`src/rtl/wbu_pkg.sv`:
```
// Shared register-file geometry and the write-back request record for the WBU.
package wbu_pkg;
  localparam int REG_AW = 5;
  localparam int XLEN   = 32;

  typedef logic [REG_AW-1:0] reg_addr_t;
  typedef logic [XLEN-1:0]   reg_data_t;

  localparam reg_addr_t REG_ZERO = '0;

  typedef struct packed {
    logic      vld;
    reg_addr_t addr;
    reg_data_t data;
  } wb_req_t;
endpackage

```
`src/rtl/wbu_fifo.sv`:
```
// Load-result buffer: in-order FIFO with per-entry live bits that an ALU write can kill by address.
module wbu_fifo
  import wbu_pkg::*;
#(
  parameter int DEPTH = 2
) (
  input  logic                   clk,
  input  logic                   rst,
  input  logic                   push,
  input  reg_addr_t              push_rd,
  input  reg_data_t              push_data,
  input  logic                   pop,
  input  logic                   kill_vld,
  input  reg_addr_t              kill_rd,
  output logic                   full,
  output logic                   empty,
  output reg_addr_t              head_rd,
  output reg_data_t              head_data,
  output logic                   head_live,
  output reg_addr_t [DEPTH-1:0]  entry_rd,
  output logic      [DEPTH-1:0]  entry_live
);
  localparam int PW = $clog2(DEPTH);
  localparam int CW = PW + 1;

  logic [PW-1:0]    wr_ptr;
  logic [PW-1:0]    rd_ptr;
  logic [CW-1:0]    cnt;
  logic [DEPTH-1:0] live;
  reg_addr_t        rd_mem   [DEPTH];
  reg_data_t        data_mem [DEPTH];

  // Kill is applied first so an entry pushed in the same cycle survives.
  always_ff @(posedge clk) begin
    if (rst) begin
      wr_ptr <= '0;
      rd_ptr <= '0;
      cnt    <= '0;
      live   <= '0;
    end else begin
      for (int i = 0; i < DEPTH; i++) begin
        if (kill_vld && (kill_rd != REG_ZERO) && (rd_mem[i] == kill_rd)) live[i] <= 1'b0;
      end
      if (pop) begin
        live[rd_ptr] <= 1'b0;
        rd_ptr       <= rd_ptr + 1'b1;
      end
      if (push) begin
        live[wr_ptr] <= 1'b1;
        wr_ptr       <= wr_ptr + 1'b1;
      end
      case ({push, pop})
        2'b10:   cnt <= cnt + 1'b1;
        2'b01:   cnt <= cnt - 1'b1;
        default: cnt <= cnt;
      endcase
    end
  end

  always_ff @(posedge clk) begin
    if (push) begin
      rd_mem[wr_ptr]   <= push_rd;
      data_mem[wr_ptr] <= push_data;
    end
  end

  always_comb begin
    entry_rd = '0;
    for (int i = 0; i < DEPTH; i++) entry_rd[i] = rd_mem[i];
  end

  assign entry_live = live;
  assign full       = (cnt == CW'(DEPTH));
  assign empty      = (cnt == '0);
  assign head_rd    = rd_mem[rd_ptr];
  assign head_data  = data_mem[rd_ptr];
  assign head_live  = live[rd_ptr];
endmodule

```
`src/rtl/wbu.sv`:
```
// Write-back unit: arbitrates ALU and load results into a single register-file write port,
// with ALU priority, load bypass, a load buffer and WAW kill of stale buffered loads.
module wbu
  import wbu_pkg::*;
#(
  parameter int DEPTH = 2
) (
  input  logic      clk,
  input  logic      rst,
  input  logic      wbu_alu_vld_i,
  input  reg_addr_t wbu_alu_rd_addr_i,
  input  reg_data_t wbu_alu_rd_data_i,
  input  logic      wbu_lsu_vld_i,
  input  reg_addr_t wbu_lsu_rd_addr_i,
  input  reg_data_t wbu_lsu_rd_data_i,
  output logic      wbu_lsu_rdy_o,
  output reg_addr_t wbu_rd_addr_o,
  output reg_data_t wbu_rd_data_o,
  output logic      wbu_rd_wr_en_o,
  input  reg_addr_t wbu_rs1_addr_i,
  input  reg_addr_t wbu_rs2_addr_i,
  output logic      wbu_rs1_busy_o,
  output logic      wbu_rs2_busy_o,
  output logic      wbu_idle_o
);
  logic                  full;
  logic                  empty;
  reg_addr_t             head_rd;
  reg_data_t             head_data;
  logic                  head_live;
  reg_addr_t [DEPTH-1:0] entry_rd;
  logic      [DEPTH-1:0] entry_live;

  logic    lsu_acc;
  logic    bypass;
  logic    push;
  logic    pop;
  wb_req_t out_q;

  assign wbu_lsu_rdy_o = !full && !rst;
  assign lsu_acc       = wbu_lsu_vld_i && wbu_lsu_rdy_o;
  assign bypass        = lsu_acc && empty && !wbu_alu_vld_i;
  assign push          = lsu_acc && !bypass;
  assign pop           = !wbu_alu_vld_i && !empty;

  wbu_fifo #(.DEPTH(DEPTH)) u_fifo (
    .clk        (clk),
    .rst        (rst),
    .push       (push),
    .push_rd    (wbu_lsu_rd_addr_i),
    .push_data  (wbu_lsu_rd_data_i),
    .pop        (pop),
    .kill_vld   (wbu_alu_vld_i),
    .kill_rd    (wbu_alu_rd_addr_i),
    .full       (full),
    .empty      (empty),
    .head_rd    (head_rd),
    .head_data  (head_data),
    .head_live  (head_live),
    .entry_rd   (entry_rd),
    .entry_live (entry_live)
  );

  // A killed head still drains in order but lands with vld low so nothing is written.
  always_ff @(posedge clk) begin
    if (rst) begin
      out_q <= '0;
    end else if (wbu_alu_vld_i) begin
      out_q <= '{vld: 1'b1, addr: wbu_alu_rd_addr_i, data: wbu_alu_rd_data_i};
    end else if (pop) begin
      out_q <= '{vld: head_live, addr: head_rd, data: head_data};
    end else if (bypass) begin
      out_q <= '{vld: 1'b1, addr: wbu_lsu_rd_addr_i, data: wbu_lsu_rd_data_i};
    end else begin
      out_q.vld <= 1'b0;
    end
  end

  assign wbu_rd_addr_o  = out_q.addr;
  assign wbu_rd_data_o  = out_q.data;
  assign wbu_rd_wr_en_o = out_q.vld && (out_q.addr != REG_ZERO);
  assign wbu_idle_o     = rst || (empty && !out_q.vld);

  // The output register is deliberately excluded; the register-file bypass covers it.
  always_comb begin
    wbu_rs1_busy_o = 1'b0;
    wbu_rs2_busy_o = 1'b0;
    for (int i = 0; i < DEPTH; i++) begin
      if (entry_live[i] && (entry_rd[i] == wbu_rs1_addr_i)) wbu_rs1_busy_o = 1'b1;
      if (entry_live[i] && (entry_rd[i] == wbu_rs2_addr_i)) wbu_rs2_busy_o = 1'b1;
    end
    if (rst || (wbu_rs1_addr_i == REG_ZERO)) wbu_rs1_busy_o = 1'b0;
    if (rst || (wbu_rs2_addr_i == REG_ZERO)) wbu_rs2_busy_o = 1'b0;
  end
endmodule

```
`config.mk`:
```
export PLATFORM = sky130hd
export DESIGN_NAME = wbu
export DESIGN_NICKNAME = d
export VERILOG_FILES = /design/src/rtl/wbu_pkg.sv /design/src/rtl/wbu_fifo.sv /design/src/rtl/wbu.sv
export SDC_FILE = /design/constraint.sdc
export NUM_CORES = 1
export LEC_CHECK = 0
export BUFFER_PORTS_ARGS = -buffer_cell sky130_fd_sc_hd__buf_2
export CAP_MARGIN = 20
export CORE_MARGIN = 3
export CORE_UTILIZATION = 40
export DETAILED_ROUTE_END_ITERATION = 8
export PLACE_DENSITY_LB_ADDON = 0.12
export RECOVER_POWER = 100
export SETUP_SLACK_MARGIN = 0.5
export SYNTH_ARGS = -nofsm -noshare
export SYNTH_HDL_FRONTEND = slang
export SYNTH_SLANG_ARGS = --single-unit
```
`constraint.sdc`:
```
create_clock -name clk -period 4.5 [get_ports clk]
set_input_delay 0.225 -clock clk [delete_from_list [all_inputs] [get_ports clk]]
set_output_delay 0.225 -clock clk [all_outputs]
set_load 0.01 [all_outputs]
```
==> flow_summary.json, run 1 <==
{
  "power_density_mw_per_mm2": 560.6,
  "outcome": "finished, final reports clean",
  "wl_per_cell_microns": 18.02,
  "ys_types": 34,
  "maxSlewHeadroom_pct": 2.151,
  "ys_seq_area_share_pct": 54.78,
  "synth_top_area_share_pct": 38.98,
  "die_area_sq_mm": 0.01572,
  "synth_largest_area_cell": "edfxtp_1",
  "syn_avg_cell_area_sq_um": 11.24,
  "initial_core_util_pct": 41.88,
  "ys.flop_type": "edfxtp_1",
  "setup_viol": 0,
  "r2r_slack_ns": 1.70,
  "synth_top_family_by_area": "compound AO/OA/AOI/OAI gates",
  "vias_per_cell": 5.335,
  "ys_warn_count": 0,
  "synthAdderAreaFrac_pct": 0.2195,
  "io_pins": 130,
  "setup_tns_ns": 0,
  "portBuffers": 129,
  "grt_overflow": 0,
  "synth_area_sq_mm": 0.005700,
  "grt_util_all_layers_pct": 18.01,
  "die_width_microns": 125.4,
  "ant_nets": 0,
  "rsz0062_at_grt": "false",
  "clk_pin_slew_worst_paths_ns": 0.05,
  "drive_gt1_share_pct": 14.88,
  "cts.sink_count": 119,
  "start_kind": "flip-flop",
  "crit_required_ns": 4.51,
  "post-route-period-util_pct": 62.17,
  "clock_skew_ns": 0.009243,
  "syn_nets": 596,
  "setup.worst_path.class": "reg2reg",
  "grt_pass1_vias": 4337,
  "drv_cap": 0,
  "drc": 0,
  "dp_cells": 741,
  "r2r_cells": 5,
  "synth_edf_count": 74,
  "drt_iter0_drc": 256,
  "max_freq_mhz": 357.4,
  "fin_crit_ns": 2.798,
  "dp_hpwl_mm": 8.801,
  "yosys.area_share.simple_pct": 6.124,
  "synthXorXnorAreaFrac_pct": 5.070,
  "wl_mm": 13.94,
  "r2r_end": "u_fifo.rd_mem[0][3]",
  "h-tree-depth": 4,
  "place_congestion": 0.7851,
  "grt_max_degree": 79,
  "hold_viol_final": 0,
  "ctsResizeCount": 0,
  "synth_compound_area_share_pct": 17.41,
  "cp_max_fo": 23,
  "area_growth_pct": 13.98,
  "crit_end": "u_fifo.rd_mem[0][3]",
  "grt_pass1_wl_mm": 22.31,
  "netlist_top_cells_area": "edfxtp_1 39%, dfxtp_1 16%, a21oi_1 7.2%",
  "drv_slew": 0,
  "muxShareOfSynthArea_pct": 6.673,
  "yosysMostFrequentCell": "a21oi_1",
  "post-cts-setup-buffers": 0,
  "whs_ns": 0.05490,
  "tightest_slew_ns": 1.468,
  "dr.pass1.iters": 4,
  "synth_cells": 507,
  "die_y_microns": 125.4,
  "final_nets": 674,
  "antenna_found_initial": 0,
  "postCtsHoldBufs": 0,
  "cts_made_buffers": 17,
  "power_mw": 3.643,
  "vias": 4129,
  "core-area_sq_mm": 0.01361,
  "clk_latency_ns": 0.41,
  "r2r_start": "u_fifo.cnt[1]",
  "cts_root_buffer": "clkbuf_16",
  "crit_arrival_ns": 2.80,
  "netlist_top_cells_count": "82 x a21oi_1, 74 x edfxtp_1, 45 x dfxtp_1",
  "nFillCells": 1302,
  "num_rows": 42,
  "crit_path_end_kind": "flip-flop",
  "ys_ff_latch": 119,
  "critPathLaunch": "u_fifo.cnt[1]",
  "p_leak_nw": 2.183,
  "vdd_drop_max_mv": 0.3413,
  "fin_cells": 774,
  "hold_path.class": "in2reg",
  "async_reset_ff_share_pct": 0,
  "cts_max_path_buffers": 2,
  "tritoncts": "built",
  "antenna_cells": 0
}
critical path, stage by stage, from the launching register on:
cell	delay [ns]
dfxtp_1	0.32
nor2b_1	0.19
o211ai_1	0.16
nand2b_1	0.24
clkinv_1	0.35
clkbuf_1	1.12
layout make-up:
class / count / area [sq um] / area share (%)
clock inverters: 5 / 23.77 / 0.3659
repair buffers: 136 / 605.6 / 9.320
multi-input cells: 306 / 1998 / 30.75
inverters: 5 / 21.27 / 0.3274
flip-flops and latches: 119 / 3126 / 48.10
well taps: 176 / 220.2 / 3.389
clock buffers: 27 / 503.0 / 7.741
registers in the layout (all words and copies together), names as in the netlist, named ones only:
| signal | count |
|---|---|
| u_fifo.data_mem | 64 |
| wbu_rd_data_o | 32 |
| u_fifo.rd_mem | 10 |
| wbu_rd_addr_o | 5 |
| u_fifo.cnt | 2 |
| u_fifo.entry_live | 2 |
| out_q | 1 |
| u_fifo.rd_ptr | 1 |
| u_fifo.wr_ptr | 1 |
per-layer routing:
layer	up-vias	share of wire, %	global-route usage [%]
li1	2012	-	-
met4	0	0.62	4.145
met1	1982	44	22.67
met5	-	0	0
met2	127	50	30.09
met3	8	6.1	6.183
cells in the final DEF (no fill, tap or decap):
cell / count
clkbuf_1: 86
a21oi_1: 82
edfxtp_1: 74
buf_2: 51
dfxtp_1: 43
mux2i_1: 38
nor3_1: 38
o21ai_0: 34
a211oi_1: 34
xor2_1: 17
clkbuf_16: 17
xnor2_1: 16
o21ai_1: 8
nand3_1: 6
nor2_1: 5
or4_1: 4
nor4_1: 4
nand2_1: 4
clkbuf_8: 4
clkinv_2: 4
buf_4: 4
clkinv_1: 3
a211oi_2: 3
inv_1: 2
nand2b_1: 2
o311ai_0: 2
dfxtp_2: 2
nor2b_1: 1
inv_4: 1
o211ai_1: 1
o21ba_1: 1
or2_4: 1
o21a_1: 1
or2_2: 1
a2111o_1: 1
or3_1: 1
ha_1: 1
buf_12: 1
cells by family (layout without fill, tap and decap cells):
family,Yosys count,in the layout
AOI/OAI and AO/OA,167,167
DFF,119,119
buffers and inverters,82,173
and+or+nand+nor,67,67
muxes,38,38
xor gates and xnor gates,33,33
adders and majority gates,1,1
power by group:
part	internal, mW	switching, mW	leakage [nW]
logic	0.375	0.639	0.873
registers	1.32	0.113	1.05
clock network	0.756	0.444	0.263
worst min path at each step:
stage,endpoint,cells past startpoint,from
final,u_fifo.data_mem[0][29],1,wbu_lsu_rd_data_i[29]
after global routing,u_fifo.data_mem[1][25],1,wbu_lsu_rd_data_i[25]
after CTS,u_fifo.rd_mem[0][4],1,wbu_lsu_rd_addr_i[4]
after detailed placement,u_fifo.rd_mem[0][4],1,wbu_lsu_rd_addr_i[4]
after global placement,u_fifo.data_mem[0][25],1,wbu_lsu_rd_data_i[25]
after floorplan,u_fifo.data_mem[0][0],0,wbu_lsu_rd_data_i[0]
metrics by stage:
stage	util, %	area, sq um	setup slack (ns)
finish	47.74	6497	1.702
CTS	48.57	6610	2.074
global route	47.74	6497	1.494
floorplan	-	5700	2.440
detailed placement	44.70	6083	1.984
global placement	44.70	6083	2.045
(Power assumes the default switching activity.)
==> inputs of run 2 (changes only) <==
==> constraint.sdc (replaced) <==
create_clock -name clk -period 2.8 [get_ports clk]
set_input_delay 0.14 -clock clk [delete_from_list [all_inputs] [get_ports clk]]
set_output_delay 0.14 -clock clk [all_outputs]
set_load 0.01 [all_outputs]
==> flow_summary.json, run 2 (same netlist as run 1, synthesis figures left out) <==
{
  "outcome": "finished, final reports clean",
  "start_kind": "flip-flop",
  "fin_crit_ns": 2.321,
  "dp_hpwl_mm": 9.212,
  "clk_pin_slew_worst_paths_ns": 0.05,
  "hold_path.class": "in2reg",
  "ctsResizeCount": 0,
  "tritoncts": "built",
  "routed-wl-met2_mm": 7.157,
  "crit_required_ns": 2.83,
  "path_buf_inv": 2,
  "setup.worst_path.class": "reg2reg",
  "portBuffers": 129,
  "grt_overflow": 0,
  "p_leak_nw": 2.434,
  "drv_slew": 0,
  "max_freq_mhz": 430.8,
  "final_common_cell": "a21oi_1",
  "grt_pass1_wl_mm": 23.03,
  "area_growth_pct": 23.97,
  "antenna_found_initial": 0,
  "maxSlewHeadroom_pct": 29.35,
  "post-cts-setup-buffers": 0,
  "regMostFlops": "u_fifo.data_mem",
  "clock_skew_ns": 0.005857,
  "setup_tns_ns": 0,
  "stdcell_area_sq_mm": 0.007067,
  "drt_iter0_drc": 286,
  "io_pins": 130,
  "rsz0062_at_grt": "false",
  "power_density_mw_per_mm2": 891.4,
  "die_area_sq_mm": 0.01572,
  "core-area_sq_mm": 0.01361,
  "worst_path_max_delay_cell": "clkbuf_1",
  "grt_max_degree": 47,
  "cts.sink_count": 119,
  "path_delay_family": "buffers and inverters",
  "dp_cells": 747,
  "grt_util_all_layers_pct": 18.59,
  "wl_per_cell_microns": 17.93,
  "vias_per_cell": 5.330,
  "num_rows": 42,
  "fin_util_pct": 51.92,
  "dr_wl_met3_microns": 900,
  "crit_path_end_kind": "flip-flop",
  "initial_core_util_pct": 41.88,
  "crit_arrival_ns": 2.35,
  "layout_setup_ws_ns": 0.4787,
  "h-tree-depth": 4,
  "place_congestion": 0.7702,
  "cts_root_buffer": "clkbuf_16",
  "setup_viol": 0,
  "ant_nets": 0,
  "antenna_cells": 0,
  "cp_max_fo": 27,
  "cp_cell_sequence": "o211ai_1 > nand2b_1 > clkinv_1 > clkbuf_1",
  "power_mw": 6.300,
  "wl_mm": 14.71,
  "cts_made_buffers": 17,
  "top_layer_used": "met4",
  "final_cell_mix": "82 x a21oi_1, 81 x clkbuf_1, 74 x edfxtp_1",
  "fin_cells": 820,
  "whs_ns": 0.01672,
  "drv_cap": 0,
  "vias": 4371,
  "grt_pass1_vias": 4430,
  "die_y_microns": 125.4,
  "pre_cts_slack_ns": 0.8716,
  "max_stage_delay_ns": 0.69,
  "largest_register_ffs": 64,
  "wl_met1_mm": 6.456,
  "post-route-period-util_pct": 82.90,
  "dr.pass1.iters": 4,
  "drive_gt1_share_pct": 16.46,
  "place_area_sq_mm": 0.006141,
  "hold_viol_final": 0,
  "final_nets": 720,
  "cts_max_path_buffers": 2,
  "die_width_microns": 125.4,
  "tightest_slew_ns": 1.060,
  "drc": 0,
  "clk_latency_ns": 0.41,
  "vdd_drop_max_mv": 0.6269
}
## run 2: per-layer routing
layer | up-vias | track usage [%]
met5 | - | 0
met1 | 2094 | 23.41
met2 | 146 | 30.97
li1 | 2113 | -
met4 | 0 | 6.569
met3 | 18 | 4.947
## run 2: layout make-up
class | instances | area [sq um]
Clock inverter | 7 | 83.83
Tap cell | 176 | 220.2
Sequential cell | 119 | 3127
Timing Repair Buffer | 181 | 1036
Multi-Input combinational cell | 307 | 2031
Inverter | 5 | 21.27
Fill cell | 1253 | 6544
Clock buffer | 25 | 548.0
## run 2: final timing paths
check,cells after the start,slack (ns),end,startpoint
max,4,0.48,u_fifo.data_mem[0][14],u_fifo.cnt[0]
min,3,0.02,wbu_rd_data_o[16],wbu_alu_rd_data_i[16]
max reg2reg,4,0.48,u_fifo.data_mem[0][14],u_fifo.cnt[0]
min reg2reg,2,0.46,u_fifo.wr_ptr,u_fifo.wr_ptr
## run 2: power by group
group | switching [mW] | internal, mW
combinational | 1.03 | 0.662
sequential | 0.238 | 2.11
clock | 0.732 | 1.52
total | 2.00 | 4.30
## run 2: worst register-to-register path, stage by stage, from the launching register on
cell and delay, ns:
dfxtp_2 0.68, o211ai_1 0.25, nand2b_1 0.24, clkinv_1 0.08, clkbuf_1 0.69
## run 2: repair_timing
item                                   4_1_cts  5_1_grt
setup endpoints to repair                    0        1
endpoints found under the hold margin       77        0
hold buffers                                40        0
==> inputs of run 3 (changes only) <==
==> constraint.sdc (replaced) <==
create_clock -name clk -period 1.9 [get_ports clk]
set_input_delay 0.095 -clock clk [delete_from_list [all_inputs] [get_ports clk]]
set_output_delay 0.095 -clock clk [all_outputs]
set_load 0.01 [all_outputs]
==> flow_summary.json, run 3 (same netlist as run 1, synthesis figures left out) <==
{
  "num_rows": 42,
  "cts.sink_count": 119,
  "grt_overflow": 0,
  "cp_max_fo": 6,
  "grt_pass1_wl_mm": 28.35,
  "dr.pass1.iters": 5,
  "rsz0062_at_grt": "true",
  "tightest_slew_ns": 0.4890,
  "drv_slew": 0,
  "power_density_mw_per_mm2": 1253,
  "layout_setup_ws_ns": 0.03681,
  "drt_iter0_drc": 575,
  "wl_mm": 19.30,
  "area_growth_pct": 57.11,
  "multiInputGateArea_sq_mm": 0.002422,
  "drc": 0,
  "initial_core_util_pct": 41.88,
  "seqCellArea_sq_mm": 0.003136,
  "wl_per_cell_microns": 20.93,
  "final_nets": 823,
  "setup_viol": 0,
  "vias": 5083,
  "regMostFlops": "u_fifo.data_mem",
  "fin_cells": 922,
  "vdd_drop_max_mv": 0.7991,
  "max_freq_mhz": 536.7,
  "io_pins": 130,
  "die_area_sq_mm": 0.01572,
  "dp_hpwl_mm": 9.272,
  "holdCritStartpoint": "wbu_alu_rd_data_i[1]",
  "hold_end": "wbu_rd_data_o[1]",
  "pre_cts_slack_ns": 0.1607,
  "clk_pin_slew_worst_paths_ns": 0.05,
  "cts_root_buffer": "clkbuf_16",
  "antenna_found_initial": 0,
  "maxSlewHeadroom_pct": 67.40,
  "grt_max_degree": 41,
  "dp_cells": 751,
  "vias_per_cell": 5.513,
  "cts_max_path_buffers": 2,
  "crit_required_ns": 2.07,
  "largest_register_ffs": 64,
  "cts_made_buffers": 17,
  "r2r_cells": 8,
  "antenna_cells": 0,
  "h-tree-depth": 4,
  "post-route-period-util_pct": 98.06,
  "tritoncts": "built",
  "p_leak_nw": 3.221,
  "place_congestion": 0.8099,
  "clock_skew_ns": 0.007106,
  "start_kind": "flip-flop",
  "final_cell_mix": "74 x edfxtp_1, 73 x clkbuf_1, 68 x dlygate4sd3_1",
  "final_common_cell": "edfxtp_1",
  "core-area_sq_mm": 0.01361,
  "grt_pass1_vias": 5145,
  "setup.worst_path.class": "reg2reg",
  "r2r_slack_ns": 0.04,
  "drv_cap": 0,
  "die_y_microns": 125.4,
  "ant_nets": 0,
  "fin_util_pct": 65.80,
  "hold_viol_final": 0,
  "whs_ns": 0.01135,
  "crit_arrival_ns": 2.04,
  "fin_crit_ns": 1.863,
  "portBuffers": 129,
  "r2r_start": "u_fifo.cnt[0]",
  "die_width_microns": 125.4,
  "holdPathStages": 3,
  "nFillCells": 1037,
  "setup_tns_ns": 0,
  "outcome": "finished, final reports clean",
  "crit_path_end_kind": "flip-flop",
  "r2r_end": "u_fifo.data_mem[0][24]",
  "drive_gt1_share_pct": 36.60,
  "grt_util_all_layers_pct": 23.09,
  "hold_path.class": "in2reg",
  "clk_latency_ns": 0.41
}
==> run 3: changes by cell type in the layout (fill, tap and decap cells not counted), moves of 15 or more <==
| cell | delta |
|---|---|
| a21oi_1 | -37 |
| a21oi_2 | +33 |
| dlygate4sd3_1 | +28 |
| buf_4 | +26 |
| o21ai_0 | -19 |
| buf_12 | +17 |
| buf_6 | +16 |
| o21ai_2 | +16 |
| buf_16 | +15 |
==> run 3: area by class of cell <==
type | count | share of cell area, %
clock buffers | 28 | 5.770
clock inverters | 3 | 0.4331
inverters | 5 | 0.3772
multi-input cells | 308 | 27.05
flip-flops and latches | 119 | 35.01
well taps | 176 | 2.459
repair buffers | 283 | 28.90
==> run 3: power breakdown <==
part	leakage, nW	internal [mW]	switching, mW
logic	1.90	2.36	2.46
clock network	0.272	1.96	1.07
registers	1.05	3.12	0.240
==> run 3: per-stage QoR <==
step / cell area [sq um] / total power, mW
floorplan: 5717 / 5.580
global placement: 6211 / 5.962
detailed placement: 6211 / 6.021
CTS: 8558 / 10.66
global route: 8956 / 11.70
finish: 8956 / 11.22
==> run 3: critical path, stage by stage (launching register included) <==
cell,delay [ns]
dfxtp_4,0.36
buf_6,0.12
o211ai_1,0.27
buf_4,0.20
buf_6,0.09
nand2b_4,0.13
clkinvlp_4,0.14
buf_6,0.17
clkbuf_16,0.15
==> run 3: layer usage <==
layer / part of all wire [%] / wire [microns] / vias up / track usage, %
li1: - / - / 2327 / -
met1: 41 / 7886 / 2487 / 29.71
met2: 50 / 9599 / 228 / 37.90
met3: 7.2 / 1387 / 41 / 5.714
met4: 2.2 / 422 / 0 / 8.418
met5: 0 / 0 / - / 0
==> run 3: repair_timing <==
action / 4_1_cts / 5_1_grt
gates cloned: 18 / 4
hold endpoints to repair: 105 / 0
hold buffers: 68 / 0
setup buffers: 37 / 13
pin swaps: 22 / 17
setup endpoints to repair: 118 / 121
gates resized for setup: 110 / 58
==> run 3: worst max-delay path by stage <==
stage | start | end | depth (start not counted)
6_report | u_fifo.cnt[0] | u_fifo.data_mem[0][24] | 8
5_1_grt | u_fifo.rd_mem[0][0] | wbu_rs1_busy_o | 5
4_1_cts | u_fifo.rd_mem[0][0] | wbu_rs1_busy_o | 5
3_5_place_dp | u_fifo.cnt[0] | wbu_rd_data_o[16] | 5
3_3_place_gp | u_fifo.cnt[0] | wbu_rd_data_o[16] | 5
2_1_floorplan | u_fifo.cnt[1] | u_fifo.data_mem[0][0] | 5
